$ cat config.mk
export PLATFORM = sky130hd
export DESIGN_NAME = npxl_frame_driver
export DESIGN_NICKNAME = d
export VERILOG_FILES = /design/src/rtl/npxl_frame_driver.sv
export SDC_FILE = /design/constraint.sdc
export NUM_CORES = 1
export LEC_CHECK = 0
export BUFFER_PORTS_ARGS = -buffer_cell sky130_fd_sc_hd__buf_4
export CORE_ASPECT_RATIO = 1.1
export CORE_MARGIN = 2
export CORE_UTILIZATION = 60
export DETAILED_ROUTE_END_ITERATION = 12
export PLACE_DENSITY_LB_ADDON = 0.08
export SLEW_MARGIN = 20
export SYNTH_ARGS = -nofsm -noshare
export SYNTH_HDL_FRONTEND = slang
export SYNTH_SLANG_ARGS = --single-unit
$ cat constraint.sdc
create_clock -name i_clk -period 5.9 [get_ports i_clk]
set_input_delay 0 -clock i_clk [delete_from_list [all_inputs] [get_ports i_clk]]
set_output_delay 0 -clock i_clk [all_outputs]
set_load 0.05 [all_outputs]
$ cat src/rtl/npxl_frame_driver.sv
// One-wire NeoPixel frame driver: fetches LEDS pixels from a 1-cycle-latency RAM,
// scales each 8-bit channel by a global brightness and serialises MSB first.
module npxl_frame_driver #(
   parameter int LEDS         = 20,
   parameter int ADDR_W       = 8,
   parameter int BITS_PER_LED = 24,
   parameter int T0H          = 20,
   parameter int T1H          = 40,
   parameter int T_BIT        = 60,
   parameter int T_LATCH      = 3600
) (
   input  logic                    i_clk,
   input  logic                    i_rst,
   input  logic                    i_start,
   input  logic [7:0]              i_brightness,
   output logic [ADDR_W-1:0]       o_addr,
   input  logic [BITS_PER_LED-1:0] i_pixel_data,
   output logic                    o_npxl_data,
   output logic                    o_busy,
   output logic                    o_done
);

   localparam int NCH     = BITS_PER_LED / 8;
   localparam int CNT_MAX = (T_LATCH > T_BIT) ? T_LATCH : T_BIT;
   localparam int CNT_W   = $clog2(CNT_MAX + 1);
   localparam int BIT_W   = $clog2(BITS_PER_LED);

   localparam logic [CNT_W-1:0]  LAST_BIT_C   = CNT_W'(T_BIT - 1);
   localparam logic [CNT_W-1:0]  LAST_LATCH_C = CNT_W'(T_LATCH - 1);
   localparam logic [CNT_W-1:0]  T0H_C        = CNT_W'(T0H);
   localparam logic [CNT_W-1:0]  T1H_C        = CNT_W'(T1H);
   localparam logic [BIT_W-1:0]  MSB_IDX_C    = BIT_W'(BITS_PER_LED - 1);
   localparam logic [ADDR_W-1:0] LAST_PIX_C   = ADDR_W'(LEDS - 1);

   typedef enum logic [2:0] {
      S_IDLE,
      S_FETCH,
      S_LOAD,
      S_SHIFT,
      S_LATCH
   } state_t;

   state_t                  state_q;
   logic [CNT_W-1:0]        cnt_q;
   logic [BIT_W-1:0]        bit_q;
   logic [ADDR_W-1:0]       addr_q;
   logic [BITS_PER_LED-1:0] shreg_q;
   logic [7:0]              bright_q;
   logic                    data_q;
   logic                    busy_q;
   logic                    done_q;
   logic                    from_shift_q;

   logic [BITS_PER_LED-1:0] scaled_d;
   logic [15:0]             prod_d;
   logic [CNT_W-1:0]        cnt_inc_d;
   logic [CNT_W-1:0]        hi_len_d;
   logic                    line_hi_d;

   // (c * (b + 1)) >> 8 per channel; the upper product byte is the result.
   always_comb begin
      scaled_d = '0;
      prod_d   = '0;
      for (int c = 0; c < NCH; c++) begin
         prod_d = {8'd0, i_pixel_data[c*8 +: 8]} * ({8'd0, bright_q} + 16'd1);
         scaled_d[c*8 +: 8] = prod_d[15:8];
      end
   end

   // The line is registered, so its level is decided for the counter's next value.
   always_comb begin
      cnt_inc_d = cnt_q + CNT_W'(1);
      hi_len_d  = shreg_q[BITS_PER_LED-1] ? T1H_C : T0H_C;
      line_hi_d = (cnt_inc_d < hi_len_d);
   end

   always_ff @(posedge i_clk or posedge i_rst) begin
      if (i_rst) begin
         state_q      <= S_LATCH;
         cnt_q        <= '0;
         bit_q        <= '0;
         addr_q       <= '0;
         shreg_q      <= '0;
         bright_q     <= '0;
         data_q       <= 1'b0;
         busy_q       <= 1'b1;
         done_q       <= 1'b0;
         from_shift_q <= 1'b0;
      end else begin
         done_q <= 1'b0;
         case (state_q)
            S_IDLE: begin
               data_q <= 1'b0;
               busy_q <= 1'b0;
               if (i_start) begin
                  bright_q <= i_brightness;
                  addr_q   <= '0;
                  busy_q   <= 1'b1;
                  state_q  <= S_FETCH;
               end
            end

            S_FETCH: begin
               data_q  <= 1'b0;
               state_q <= S_LOAD;
            end

            S_LOAD: begin
               shreg_q <= scaled_d;
               bit_q   <= MSB_IDX_C;
               cnt_q   <= '0;
               data_q  <= 1'b1;
               state_q <= S_SHIFT;
            end

            S_SHIFT: begin
               if (cnt_q == LAST_BIT_C) begin
                  cnt_q <= '0;
                  if (bit_q != '0) begin
                     bit_q   <= bit_q - BIT_W'(1);
                     shreg_q <= {shreg_q[BITS_PER_LED-2:0], 1'b0};
                     data_q  <= 1'b1;
                  end else begin
                     data_q <= 1'b0;
                     if (addr_q < LAST_PIX_C) begin
                        addr_q  <= addr_q + ADDR_W'(1);
                        state_q <= S_FETCH;
                     end else begin
                        from_shift_q <= 1'b1;
                        state_q      <= S_LATCH;
                     end
                  end
               end else begin
                  cnt_q  <= cnt_inc_d;
                  data_q <= line_hi_d;
               end
            end

            S_LATCH: begin
               data_q <= 1'b0;
               if (cnt_q == LAST_LATCH_C) begin
                  cnt_q        <= '0;
                  busy_q       <= 1'b0;
                  done_q       <= from_shift_q;
                  from_shift_q <= 1'b0;
                  state_q      <= S_IDLE;
               end else begin
                  cnt_q <= cnt_inc_d;
               end
            end

            default: begin
               data_q  <= 1'b0;
               busy_q  <= 1'b1;
               cnt_q   <= '0;
               state_q <= S_LATCH;
            end
         endcase
      end
   end

   assign o_addr      = addr_q;
   assign o_npxl_data = data_q;
   assign o_busy      = busy_q;
   assign o_done      = done_q;

endmodule

==> results.md, run 1 <==
* Worst-path clk slew at 0.06 ns
* Crit start category: flop
* Initial Util at 61.67%
* Post-synth cell types at 66
* Crit-path cells: nand3_1, nor2_1, xor2_1, buf_4, nand2_1, fa_1, fa_1, inv_1, fa_1, inv_1, fa_1, inv_1, ha_1, a21o_1, o211a_1, a31oi_1, o21ai_0, xnor2_1, o22ai_1
* Routed vias at 7,431
* Power Total at 1.117 mW
* Seq pwr share at 39.3%
* Register area at 0.001604 sq mm
* CTS Root Cell: clkbuf_16
* Worst reg2reg setup slack at 0.52 ns
* Synth top area share at 24.76%
* Core area at 0.01574 sq mm
* Max-cap violations at 0
* Row cnt at 48
* Post-Syn Instances at 1,080
* Slowest cell on the critical path: fa_1
* RSZ-0062 raised after global routing: no
* Cell with the most instances after synthesis: inv_1
* Layout Nets at 1,381
* Largest net degree at the start of global routing at 65
* CP startpoint: bright_q[3]
* Leak at 5.617 nW
* Mapped Nets at 1,339
* Final Hold Violating Endpoints at 0
* Vias in the first global route at 7,746
* Worst setup margin at 0.5178 ns
* Worst slew margin at 33.91%
* First-pass GRT wire length at 37.64 mm
* I/O pin count at 46
* Worst Hold Launch: i_start
* Clock network fraction of total power at 53.1%
* Peak supply drop at 0.1760 mV
* Yosys warns at 0
* Fin cells at 1,327
* Worst path arrival time at 5.57 ns
* Synth Flop Type: dfrtp_1
* Worst hold slack at 0.1053 ns
* Antenna diodes at 0
* Comb power frac at 7.6%
* Fmax at 185.8 MHz
* Switching part of the total at 24.15%
* # DRC at 0
* Die outline width at 125.3 um
* Outcome: complete, no violations
* Vias/cell at 5.600
* Clock period minus worst slack at 5.382 ns
* Cell Area, Placed at 0.01028 sq mm
* Clock sink count at 64
* Initial antenna violation count at 0
* Cts hold-fix bufs at 9
* Multi-input gate area at 0.007365 sq mm
* Placer congestion estimate at 0.8435
* DRT Pass-1 Iters at 5
* P&R area growth vs syn at 10.21%
* HP Class: input port to flop
* CP endpoint kind: flop
* Fin crit share at 91.22%
* GRT Residual Overflow at 0
* Clk_lat worst skew at 0.34 ns
* Pint at 0.8469 mW
* Yosys reg bits at 64
* CTS tree: yes
* Commonest cells in the netlist: 158 x inv_1, 145 x and2_1, 120 x fa_1, 104 x ha_1, 87 x nand2_1
* Worst Setup Path Type: flop to flop
* Final design utilization at 67.97%
* Reg2reg start: bright_q[3]
* CTS H-Tree Depth at 3
* Switching power at 0.2697 mW
* Final instance area at 0.01070 sq mm
* Power Dens Cells at 104.4 mW/mm^2
* TNS Setup at 0 ns
* Clock Tree Buf Depth at 2
* WL/cell at 16.38 um
* Async SR Flop Fraction at 100.0%
* Port bufs at 45
* DRT Wirelength at 21.73 mm
* Slew Viols, Final at 0
* Top cells by area, synth: fa_1 25%, dfrtp_1 16%, ha_1 13%
* Worst-margin pin slew at 0.9913 ns
* Initial DRC Count at 356
* Cell repeated most along the worst path: fa_1
* Crit Path Max Fanout at 24
* Postcts setup bufs at 0
* CP max stage delay at 0.53 ns
* Die ar. at 0.01721 sq mm
* Detail Route Antenna Nets at 0
* Filler instances at 1,342
* Share of layout cells above drive strength 1 at 9.849%
* Number of flops mapped to enable cells by yosys at 0
* Inserted Clock Buffers at 9
* Mapped cell area at 0.009704 sq mm
* Total GRT Usage at 27.22%
* Seq/Total Area, Yosys at 16.53%
* Post-DP HPWL at 16.60 mm
* Final Skew at 0.009203 ns
* Placed cells at 1,302
* Die H at 137.4 um
* Critical path data required time at 6.09 ns
* Syn Area/Cell at 8.985 sq um
* Setup Viol. Count Final at 0
* Pre-CTS setup slack at 0.5486 ns
* Area leader, netlist: fa_1
* PostCTS Resize Cnt at 0
-- critical path, delay by kind of cell, from the launching register on --
kind | cells | cell delay (ns)
DFF | 1 | 0.42
buffers and inverters | 4 | 0.47
and+or+nand+nor | 3 | 0.53
adders and majority gates | 5 | 2.31
xor gates and xnor gates | 2 | 0.36
AOI/OAI and AO/OA | 5 | 1.13
-- flip-flops by register name (all words and copies together), names as in the netlist, 3 cells and up --
name	count
cnt_q	12
bit_q	5
shreg_q	24
o_addr	8
bright_q	8
state_q	3
-- cell usage in the layout, fill, tap and decap left out, types with 21 or more instances in the layout --
cell type,netlist,final
buf_4,0,62
nand3_1,21,21
inv_1,158,157
a21oi_1,41,41
dfrtp_1,62,62
and2_1,145,145
o21ai_0,43,43
fa_1,120,120
ha_1,104,104
nor2b_1,22,22
xnor2_1,31,29
nand2_1,87,87
nor2_1,41,40
-- area by class of cell --
class                   count  area share, %
well taps                 200          2.340
multi-input cells         818          68.86
flip-flops and latches     64          15.00
clock inverters             7         0.9593
repair buffers             71          5.194
inverters                 158          5.545
clock buffers               9          2.106
-- power groups by stage --
stage,combinational (mW),clock (mW),sequential [mW]
after floorplan,0.0325,0,0.447
after global placement,0.0797,0,0.447
after detailed placement,0.0808,0,0.447
after CTS,0.0860,0.598,0.439
after global routing,0.0961,0.616,0.439
final,0.0850,0.593,0.439
-- layer usage --
layer	vias to the layer above	wire (um)	part of all wire [%]	global-route usage (%)
met5	-	0	0	0
met4	0	255	1.2	7.284
met3	19	675	3.1	2.097
met2	128	11260	52	49.09
met1	3702	9540	44	35.84
li1	3582	-	-	-
-- logic make-up (layout without fill, tap and decap cells) --
group | count (synthesis) | in the layout | synth area share, %
AOI/OAI and AO/OA | 153 | 153 | 10.07
DFF | 64 | 64 | 16.53
adders and majority gates | 224 | 224 | 38.16
muxes | 13 | 13 | 1.457
buffers and inverters | 198 | 245 | 7.813
and+or+nand+nor | 383 | 383 | 21.91
xor gates and xnor gates | 45 | 45 | 4.061
-- worst paths after layout --
| path | cells after the start | to |
|---|---|---|
| setup reg to reg | 19 | shreg_q[15] |
| hold / removal | 4 | state_q[0] |
| hold reg to reg | 2 | shreg_q[14] |
| min in group asynchronous | 4 | o_addr[1] |
| max in group asynchronous | 4 | cnt_q[9] |
| setup / recovery | 19 | shreg_q[15] |
Note: power is estimated with default switching activity, not from simulation.
==> inputs of run 2 (changes only) <==
--- a/config.mk
+++ b/config.mk
@@ -6,10 +6,12 @@
 export NUM_CORES = 1
 export LEC_CHECK = 0
 export BUFFER_PORTS_ARGS = -buffer_cell sky130_fd_sc_hd__buf_4
+export CAP_MARGIN = 25
 export CORE_ASPECT_RATIO = 1.1
 export CORE_MARGIN = 2
 export CORE_UTILIZATION = 60
 export DETAILED_ROUTE_END_ITERATION = 12
+export HOLD_SLACK_MARGIN = 0.08
 export PLACE_DENSITY_LB_ADDON = 0.08
 export SLEW_MARGIN = 20
 export SYNTH_ARGS = -nofsm -noshare
==> constraint.sdc (replaced) <==
create_clock -name i_clk -period 6 [get_ports i_clk]
set_input_delay 0 -clock i_clk [delete_from_list [all_inputs] [get_ports i_clk]]
set_output_delay 0 -clock i_clk [all_outputs]
set_load 0.05 [all_outputs]
==> run 2 against run 1 <==
Effect of this change:
- register-to-register slack is essentially flat
- die area unchanged
- final area is 0.33% lower
- largest power group unchanged
- sequential power is 2% lower
- sequential cell count unchanged
- maximum frequency shrank 2.0%
- critical path depth stayed put
- critical path type unchanged
- via count is 0.32% lower
- core utilization decreased by 0.22 points
- worst setup slack got worse by 0.011 ns
- critical endpoint is now shreg_q[6]
==> results.md, run 2 (same netlist as run 1, synthesis figures left out) <==
* Outcome: complete, no violations
* Antenna diodes at 0 (unchanged)
* Met2 wire len at 10.64 mm (-5.5%)
* Die H at 137.4 um (unchanged)
* Fmax at 182.0 MHz (-2.0%)
* Power Total at 1.039 mW (-7.0%)
* Port bufs at 45 (unchanged)
* CP endpoint kind: flop
* Largest net degree at the start of global routing at 65 (unchanged)
* Vias in the first global route at 7,505 (-3.1%)
* Slew Viols, Final at 0 (unchanged)
* Worst-path clk slew at 0.06 ns (about the same)
* Fin cells at 1,323 (-0.30%)
* Max-cap violations at 0 (unchanged)
* Filler instances at 1,309 (-2.5%)
* Worst hold slack at 0.09839 ns (-0.006947 ns)
* Clock period minus worst slack at 5.493 ns (+0.1108 ns)
* Peak supply drop at 0.1512 mV (-14%)
* Commonest non-fill, non-tap cells in the layout: 157 x inv_1, 145 x and2_1, 120 x fa_1
* Worst path arrival time at 5.75 ns (+0.18 ns)
* Fin crit share at 91.55% (+0.33 points)
* Leak at 5.585 nW (-0.56%)
* Worst Setup Path Type: flop to flop
* Initial antenna violation count at 0 (unchanged)
* Row cnt at 48 (unchanged)
* HP Class: input port to flop
* Initial Util at 61.67% (unchanged)
* Clock sink count at 64 (unchanged)
* Multi-input gate area at 0.007365 sq mm (unchanged)
* Post-DP HPWL at 16.34 mm (-1.6%)
* RSZ-0062 raised after global routing: no
* Cell Area, Placed at 0.01027 sq mm (about the same)
* Total GRT Usage at 26.75% (-0.48 points)
* GRT Residual Overflow at 0 (unchanged)
* Critical path data required time at 6.26 ns (+0.17 ns)
* DR WL met3 at 771 um (+14%)
* Setup Viol. Count Final at 0 (unchanged)
* Register area at 0.001604 sq mm (unchanged)
* Detail Route Antenna Nets at 0 (unchanged)
* Largest register FFs at 24 (unchanged)
* CTS H-Tree Depth at 3 (unchanged)
* Most common cell after layout, fill and taps aside: inv_1
* Placed cells at 1,298 (-0.31%)
* First-pass GRT wire length at 37.43 mm (-0.57%)
* WL/cell at 16.14 um (-1.4%)
* Final instance area at 0.01066 sq mm (-0.33%)
* CTS tree: yes
* Routed vias at 7,407 (-0.32%)
* Clk_lat worst skew at 0.34 ns (about the same)
* I/O pin count at 46 (unchanged)
* Die ar. at 0.01721 sq mm (unchanged)
* Top layer in use: met4
* Initial DRC Count at 369 (+3.7%)
* Placer congestion estimate at 0.8479 (+0.52%)
* Final design utilization at 67.75% (-0.22 points)
* DRT Pass-1 Iters at 5 (unchanged)
* Worst setup margin at 0.5069 ns (-0.01084 ns)
* TNS Setup at 0 ns (unchanged)
* Crit Path Max Fanout at 24 (unchanged)
* Final Skew at 0.007888 ns (-0.001315 ns)
* Die outline width at 125.3 um (unchanged)
* Routed metal-1 wire length at 9.607 mm (+0.70%)
* P&R area growth vs syn at 9.850%
* Clock Tree Buf Depth at 2 (unchanged)
* Layout Nets at 1,377 (-0.29%)
* Vias/cell at 5.599 (about the same)
* Final Hold Violating Endpoints at 0 (unchanged)
* Pre-CTS setup slack at 0.5453 ns (-0.003293 ns)
* Top Registers: shreg_q (24), cnt_q (12)
* CTS Root Cell: clkbuf_16
* # DRC at 0 (unchanged)
* Crit start category: flop
* Worst-margin pin slew at 0.9593 ns (-0.03203 ns)
* Worst slew margin at 36.05% (+2.1 points)
* DRT Wirelength at 21.35 mm (-1.7%)
* Inserted Clock Buffers at 9 (unchanged)
* Most flops, register: shreg_q
* Power Dens Cells at 97.44 mW/mm^2 (-6.7%)
* Share of layout cells above drive strength 1 at 9.528% (-0.32 points)
* Core area at 0.01574 sq mm (unchanged)
-- run 2: cell count changes in the layout (fill, tap and decap cells not counted) --
cell        previous run  this run
buf_12                 0         2
buf_4                 62        56
bufinv_16              2         1
clkinv_2               0         2
clkinvlp_4             1         2
inv_6                  2         0
-- run 2: repair_timing --
action                    CTS  global route
hold endpoints to repair   70             0
buffers inserted            0             0
hold buffers                9             0
gates resized for setup     0             0
-- run 2: worst max-delay path, cell delays in order, from the launching register on --
cell and delay, ns:
dfrtp_1 0.43, nand3_1 0.18, nor2_1 0.20, nand3_1 0.11, xnor2_1 0.25, buf_12 0.20
and2_1 0.15, fa_1 0.42, fa_1 0.47, fa_1 0.55, inv_1 0.06, fa_1 0.53
inv_1 0.04, ha_1 0.36, a21oi_1 0.10, o21ai_0 0.58, nor4_1 0.09, a211o_1 0.31
a211o_1 0.26, a21oi_1 0.11
-- run 2: final cells by class --
| class | instances | area share (%) |
|---|---|---|
| clock inverters | 7 | 0.6808 |
| multi-input cells | 818 | 69.08 |
| repair buffers | 67 | 5.164 |
| well taps | 200 | 2.347 |
| inverters | 158 | 5.563 |
| flip-flops and latches | 64 | 15.05 |
| clock buffers | 9 | 2.113 |
-- run 2: worst paths after layout --
check	cells after the start	slack, ns	from	endpoint
setup reg to reg	19	0.51	bright_q[3]	shreg_q[6]
setup / recovery	19	0.51	bright_q[3]	shreg_q[6]
hold / removal	4	0.1	i_start	state_q[0]
max in group asynchronous	4	5.00	i_rst	shreg_q[17]
hold reg to reg	2	0.49	shreg_q[8]	shreg_q[8]
min in group asynchronous	4	0.48	i_rst	o_addr[1]
-- run 2: report_power, final --
part	switching, mW	internal (mW)
Sequential	0	0.432
Clock	0.202	0.321
Combinational	0.0503	0.0332
-- run 2: routing by layer --
| metal | vias to the layer above | track usage [%] |
|---|---|---|
| met2 | 135 | 46.59 |
| met1 | 3672 | 36.38 |
| met4 | 0 | 7.469 |
| met5 | - | 0 |
| met3 | 28 | 2.214 |
| li1 | 3572 | - |
